## src/rtl/seg_pkg.sv

```systemverilog
// Shared constants, FSM state type and anode decode for the seven-segment scan driver.
package seg_pkg;

    localparam int unsigned BIN_W = 14;
    localparam int unsigned BCD_W = 16;

    localparam logic [4:0]       CODE_BLANK = 5'd16;
    localparam logic [4:0]       CODE_DASH  = 5'd17;
    localparam logic [BIN_W-1:0] MAX_VALUE  = 14'd9999;

    typedef enum logic [1:0] {
        StIdle,
        StConv,
        StCommit
    } state_e;

    // Active-low one-cold anode pattern for a digit slot.
    function automatic logic [3:0] an_decode(input logic [1:0] sel);
        logic [3:0] onehot;
        onehot = 4'b0001 << sel;
        return ~onehot;
    endfunction

endpackage

```

## src/rtl/bin2bcd_seq.sv

```systemverilog
// Sequential double-dabble converter: one add-3/shift iteration per cycle, BIN_W cycles total.
module bin2bcd_seq
    import seg_pkg::*;
(
    input  logic             clk,
    input  logic             rst_n,
    input  logic             start,
    input  logic [BIN_W-1:0] bin,
    output logic             done,
    output logic [BCD_W-1:0] bcd
);

    logic [BIN_W-1:0] sreg_q, sreg_d;
    logic [BCD_W-1:0] bcd_q, bcd_d, bcd_adj;
    logic [3:0]       iter_q, iter_d;
    logic             run_q, run_d;

    // done is high in the cycle whose closing edge performs the final iteration,
    // so bcd holds the result right after that edge.
    assign done = run_q && (iter_q == 4'd1);
    assign bcd  = bcd_q;

    always_comb begin
        bcd_adj = bcd_q;
        for (int i = 0; i < 4; i++) begin
            if (bcd_q[i*4 +: 4] >= 4'd5) begin
                bcd_adj[i*4 +: 4] = bcd_q[i*4 +: 4] + 4'd3;
            end
        end

        sreg_d = sreg_q;
        bcd_d  = bcd_q;
        iter_d = iter_q;
        run_d  = run_q;
        if (start) begin
            sreg_d = bin;
            bcd_d  = '0;
            iter_d = 4'(BIN_W);
            run_d  = 1'b1;
        end else if (run_q) begin
            bcd_d  = {bcd_adj[BCD_W-2:0], sreg_q[BIN_W-1]};
            sreg_d = {sreg_q[BIN_W-2:0], 1'b0};
            iter_d = iter_q - 4'd1;
            run_d  = (iter_q != 4'd1);
        end
    end

    always_ff @(posedge clk) begin
        if (!rst_n) begin
            sreg_q <= '0;
            bcd_q  <= '0;
            iter_q <= '0;
            run_q  <= 1'b0;
        end else begin
            sreg_q <= sreg_d;
            bcd_q  <= bcd_d;
            iter_q <= iter_d;
            run_q  <= run_d;
        end
    end

endmodule

```

## src/rtl/seg_scan_driver.sv

```systemverilog
// Four-digit multiplexed seven-segment driver: converts a binary value to BCD on request
// and scans the committed digits across the active-low anodes.
module seg_scan_driver
    import seg_pkg::*;
#(
    parameter int unsigned REFRESH_BITS = 18
) (
    input  logic             clk,
    input  logic             rst_n,
    input  logic [BIN_W-1:0] value,
    input  logic             load,
    input  logic             lz_blank,
    output logic [3:0]       an,
    output logic [4:0]       digit_holder,
    output logic             busy
);

    state_e                  state_q, state_d;
    logic                    busy_q;
    logic                    lz_q, ovf_q;
    logic [3:0][4:0]         digits_q, digits_d;
    logic [REFRESH_BITS-1:0] refresh_q;
    logic [3:0]              an_q;
    logic [4:0]              dh_q;
    logic [1:0]              sel;
    logic                    start, commit;
    logic                    conv_done;
    logic [BCD_W-1:0]        bcd;

    bin2bcd_seq u_bin2bcd (
        .clk   (clk),
        .rst_n (rst_n),
        .start (start),
        .bin   (value),
        .done  (conv_done),
        .bcd   (bcd)
    );

    assign sel          = refresh_q[REFRESH_BITS-1 -: 2];
    assign an           = an_q;
    assign digit_holder = dh_q;
    assign busy         = busy_q;

    always_comb begin
        state_d = state_q;
        start   = 1'b0;
        commit  = 1'b0;
        unique case (state_q)
            StIdle: begin
                if (load) begin
                    start   = 1'b1;
                    state_d = StConv;
                end
            end
            StConv: begin
                if (conv_done) begin
                    state_d = StCommit;
                end
            end
            StCommit: begin
                commit  = 1'b1;
                state_d = StIdle;
            end
            default: state_d = StIdle;
        endcase
    end

    // Blanking cascades from the thousands digit down; the ones digit always shows.
    always_comb begin
        digits_d = digits_q;
        if (commit) begin
            for (int i = 0; i < 4; i++) begin
                digits_d[i] = {1'b0, bcd[i*4 +: 4]};
            end
            if (ovf_q) begin
                digits_d = {4{CODE_DASH}};
            end else if (lz_q) begin
                if (bcd[15:12] == 4'd0) begin
                    digits_d[3] = CODE_BLANK;
                    if (bcd[11:8] == 4'd0) begin
                        digits_d[2] = CODE_BLANK;
                        if (bcd[7:4] == 4'd0) begin
                            digits_d[1] = CODE_BLANK;
                        end
                    end
                end
            end
        end
    end

    always_ff @(posedge clk) begin
        if (!rst_n) begin
            state_q   <= StIdle;
            busy_q    <= 1'b0;
            lz_q      <= 1'b0;
            ovf_q     <= 1'b0;
            digits_q  <= {4{CODE_BLANK}};
            refresh_q <= '0;
            an_q      <= 4'b1111;
            dh_q      <= CODE_BLANK;
        end else begin
            state_q   <= state_d;
            busy_q    <= (state_d != StIdle);
            digits_q  <= digits_d;
            refresh_q <= refresh_q + 1'b1;
            an_q      <= an_decode(sel);
            dh_q      <= digits_q[sel];
            if (start) begin
                lz_q  <= lz_blank;
                ovf_q <= (value > MAX_VALUE);
            end
        end
    end

endmodule

```

## config.mk

```make
export PLATFORM = sky130hd
export DESIGN_NAME = seg_scan_driver
export DESIGN_NICKNAME = d
export VERILOG_FILES = /design/src/rtl/seg_pkg.sv /design/src/rtl/bin2bcd_seq.sv /design/src/rtl/seg_scan_driver.sv
export SDC_FILE = /design/constraint.sdc
export NUM_CORES = 1
export LEC_CHECK = 0
export ABC_CLOCK_PERIOD_IN_PS = 1900
export BUFFER_PORTS_ARGS = -buffer_cell sky130_fd_sc_hd__buf_4
export CAP_MARGIN = 25
export CORE_UTILIZATION = 49
export CTS_CLUSTER_DIAMETER = 40
export DETAILED_ROUTE_END_ITERATION = 10
export PLACE_DENSITY = 0.67
export SETUP_SLACK_MARGIN = 0.4
export SLEW_MARGIN = 10
export SYNTH_ARGS = -nofsm -noshare
export SYNTH_HDL_FRONTEND = slang
export SYNTH_HIERARCHICAL = 1
export SYNTH_SLANG_ARGS = --single-unit
export TNS_END_PERCENT = 30
```

## constraint.sdc

```tcl
create_clock -name clk -period 1.9 [get_ports clk]
set_clock_uncertainty 0.05 [all_clocks]
set_input_delay 0.095 -clock clk [delete_from_list [all_inputs] [get_ports clk]]
set_output_delay 0.095 -clock clk [all_outputs]
set_load 0.02 [all_outputs]
```

==> impl_metrics.json <==
{
  "status": "finished clean",
  "clk_latency_ps": 350,
  "synthArstFlopShare_pct": 0,
  "dr_wl_met2_mm": 3.673,
  "grt_pass1_wl_mm": 13.12,
  "antenna_found_initial": 0,
  "dr.pass1.iters": 5,
  "power.density_nw_per_um2": 729.3,
  "cts_buffers": 9,
  "cts_tree": "done",
  "slew_viol_final": 0,
  "die_y_um": 94.23,
  "globalRouteOverflowTotal": 0,
  "dp_slack_ps": 386.1,
  "h-tree-depth": 3,
  "layout-drive-gt1-share_pct": 21.37,
  "synth-edff-count": 0,
  "dp_hpwl_mm": 5.133,
  "yosysSeqAreaShare_pct": 41.79,
  "drc": 0,
  "ys_seq_elements": 87,
  "tightest_slew_ps": 402.4,
  "layout_setup_ws_ps": 412.7,
  "core_area_um2": 8217,
  "rr_worst_depth": 5,
  "arrival_ps": 1710,
  "ys_types": 57,
  "syn_area_um2": 4168,
  "required_ps": 2120,
  "ys_warn_count": 6,
  "fillCellCount": 732,
  "fp-row-count": 33,
  "hold_viol": 0,
  "area_growth_pct": 14.74,
  "startpoint": "u_bin2bcd/bcd[9]",
  "rsz0062_at_grt": "yes",
  "synth.net_count": 488,
  "fin_nets": 521,
  "synth_cells": 459,
  "io_buffers": 27,
  "synth_top_area_share_pct": 41.79,
  "cap_violations": 0,
  "first_global_vias": 2882,
  "endpoint_kind": "register",
  "ioPinCount": 28,
  "synth_most_common_cell": "dfxtp_1",
  "ant_nets": 0,
  "r2r-end": "u_bin2bcd/bcd[9]",
  "cts_buffer_depth": 2,
  "top_layer_used": "met4",
  "power_leakage_uw": 0.001730,
  "period_needed_ps": 1487,
  "grt_max_degree": 45,
  "wl_met1_mm": 3.839,
  "r2r_slack_ps": 410,
  "setup_viol": 0,
  "first_iter_violations": 205,
  "avgSynthCellArea_um2": 9.080,
  "start_kind": "register",
  "vias_per_cell": 5.381,
  "ir_drop_v": 0.0003973,
  "setup-tns-final_ps": 0,
  "crit_path_end": "u_bin2bcd/bcd[9]",
  "gr-usage-all-layers_pct": 18.76,
  "wl_per_cell_um": 13.06,
  "yosys-top-cells-count": "87 x dfxtp_1, 65 x nand2_1, 26 x nor2_1",
  "synth_flop_cell": "dfxtp_1",
  "crit_path_max_fanout": 5,
  "fin_crit_sh_pct": 78.28,
  "max_freq_ghz": 0.6724,
  "clk_pin_slew_worst_paths_ps": 80,
  "cts_root_buf": "clkbuf_8",
  "crit_type": "register to register",
  "hold_path_class": "primary input to register",
  "num_vias": 3234,
  "place_congestion": 0.8394,
  "diodes": 0,
  "die_w_um": 94.23,
  "synth_area_leaders": "dfxtp_1 42%, nand2_1 5.9%, mux2i_1 4.6%",
  "slew_headroom_pct": 72.83,
  "routed_wl_mm": 7.850,
  "die_area_um2": 8878,
  "yosys.area.top_type": "dfxtp_1",
  "reg2reg_from": "u_bin2bcd/bcd[9]",
  "wl_met3_um": 255,
  "floorplan.initialDensity_pct": 50.72,
  "cts_sinks": 87
}
==> layout make-up <==
cell class              instances  area, um^2  share of cell area [%]
clock buffers                  10       127.6                   2.669
inverters                      13       48.80                   1.020
well taps                     105       131.4                   2.747
flip-flops and latches         87        1767                   36.94
repair buffers                 52       445.4                   9.314
clock inverters                 5       50.05                   1.047
multi-input cells             329        2212                   46.26
==> cells in the final DEF, fill, tap and decap left out, types with 4 or more instances in the layout <==
master	n
or4_1	4
dlygate4sd3_1	5
inv_1	11
a2111o_1	5
dfxtp_1	71
a21oi_1	25
nand3b_1	6
o21a_1	4
nand2b_1	11
and2_1	19
xor2_1	8
mux2i_1	19
a31oi_1	6
clkinv_2	4
or3_1	5
nand4_1	6
nor3_1	13
o211ai_1	4
xnor2_1	5
clkbuf_8	9
nand3_1	15
dfxtp_2	14
o21ai_0	23
ha_1	8
mux4_2	5
nand2_1	64
nor2_1	26
buf_4	44
==> routing by layer <==
layer  vias to the layer above  global-route usage [%]
met1                      1513                   24.49
met4                         0                   6.026
met5                         -                       0
li1                       1663                       -
met2                        49                   29.77
met3                         9                   5.178
==> report_power, final <==
group	switching (uW)	total, uW	internal [uW]	leakage, uW
Sequential	52.7	1930	1870	0.000715
Combinational	182	365	183	0.000919
Clock	605	1200	592	0.0000957
Total	840	3490	2650	0.00173
==> logic make-up (layout without fill, tap and decap cells) <==
| kind of cell | after synthesis | after routing | synth area share (%) |
|---|---|---|---|
| adder cells (fa/ha/maj) | 11 | 11 | 3.302 |
| buffers and inverters | 43 | 80 | 6.545 |
| AO/OA/AOI/OAI | 80 | 80 | 11.95 |
| AND/OR/NAND/NOR | 201 | 201 | 26.42 |
| XOR/XNOR | 13 | 13 | 2.732 |
| flip-flops | 87 | 87 | 41.79 |
| multiplexers | 24 | 24 | 7.265 |
==> sequential cells by signal, summed over array words and instances, names as in the netlist, 2 cells and up <==
signal            count
digits_q             20
refresh_q            18
u_bin2bcd/bcd        16
u_bin2bcd/sreg_q     14
digit_holder          5
an                    4
u_bin2bcd/iter_q      4
state_q               2
==> worst min path at each step <==
stage / startpoint / to / depth (start not counted)
2_1_floorplan: lz_blank / lz_q / 2
3_3_place_gp: lz_blank / lz_q / 3
3_5_place_dp: lz_blank / lz_q / 3
4_1_cts: value[12] / u_bin2bcd/sreg_q[12] / 4
5_1_grt: value[9] / u_bin2bcd/sreg_q[9] / 4
6_report: value[5] / u_bin2bcd/sreg_q[5] / 4
==> worst max-delay path: stages (launching register included) <==
cell,delay (ps)
dfxtp_2,370
inv_1,90
ha_1,190
nand2b_1,200
a2111o_1,450
o211ai_2,70
==> stage by stage <==
step                instance area (um^2)  util (%)  power, uW  instances  hold WS [ps]
finish                              4782     58.20       3488        601         4.665
global route                        4782     58.20       3647        601         21.82
CTS                                 4603     56.02       3485        590        0.5297
detailed placement                  4370     53.19       2290        570         303.3
global placement                    4370     53.19       2280        570         290.5
floorplan                           4173         -       2217        459         192.2
==> what timing repair did <==
item                                    in CTS  in global routing
endpoints found under the hold margin        5                  0
endpoints found under the setup margin       7                 33
hold buffers                                 5                  0
pin swaps                                    0                  3
gates resized for setup                      2                 29
gates cloned                                 0                  1
setup buffers                                0                 10
Power figures use the tool's default switching activity.
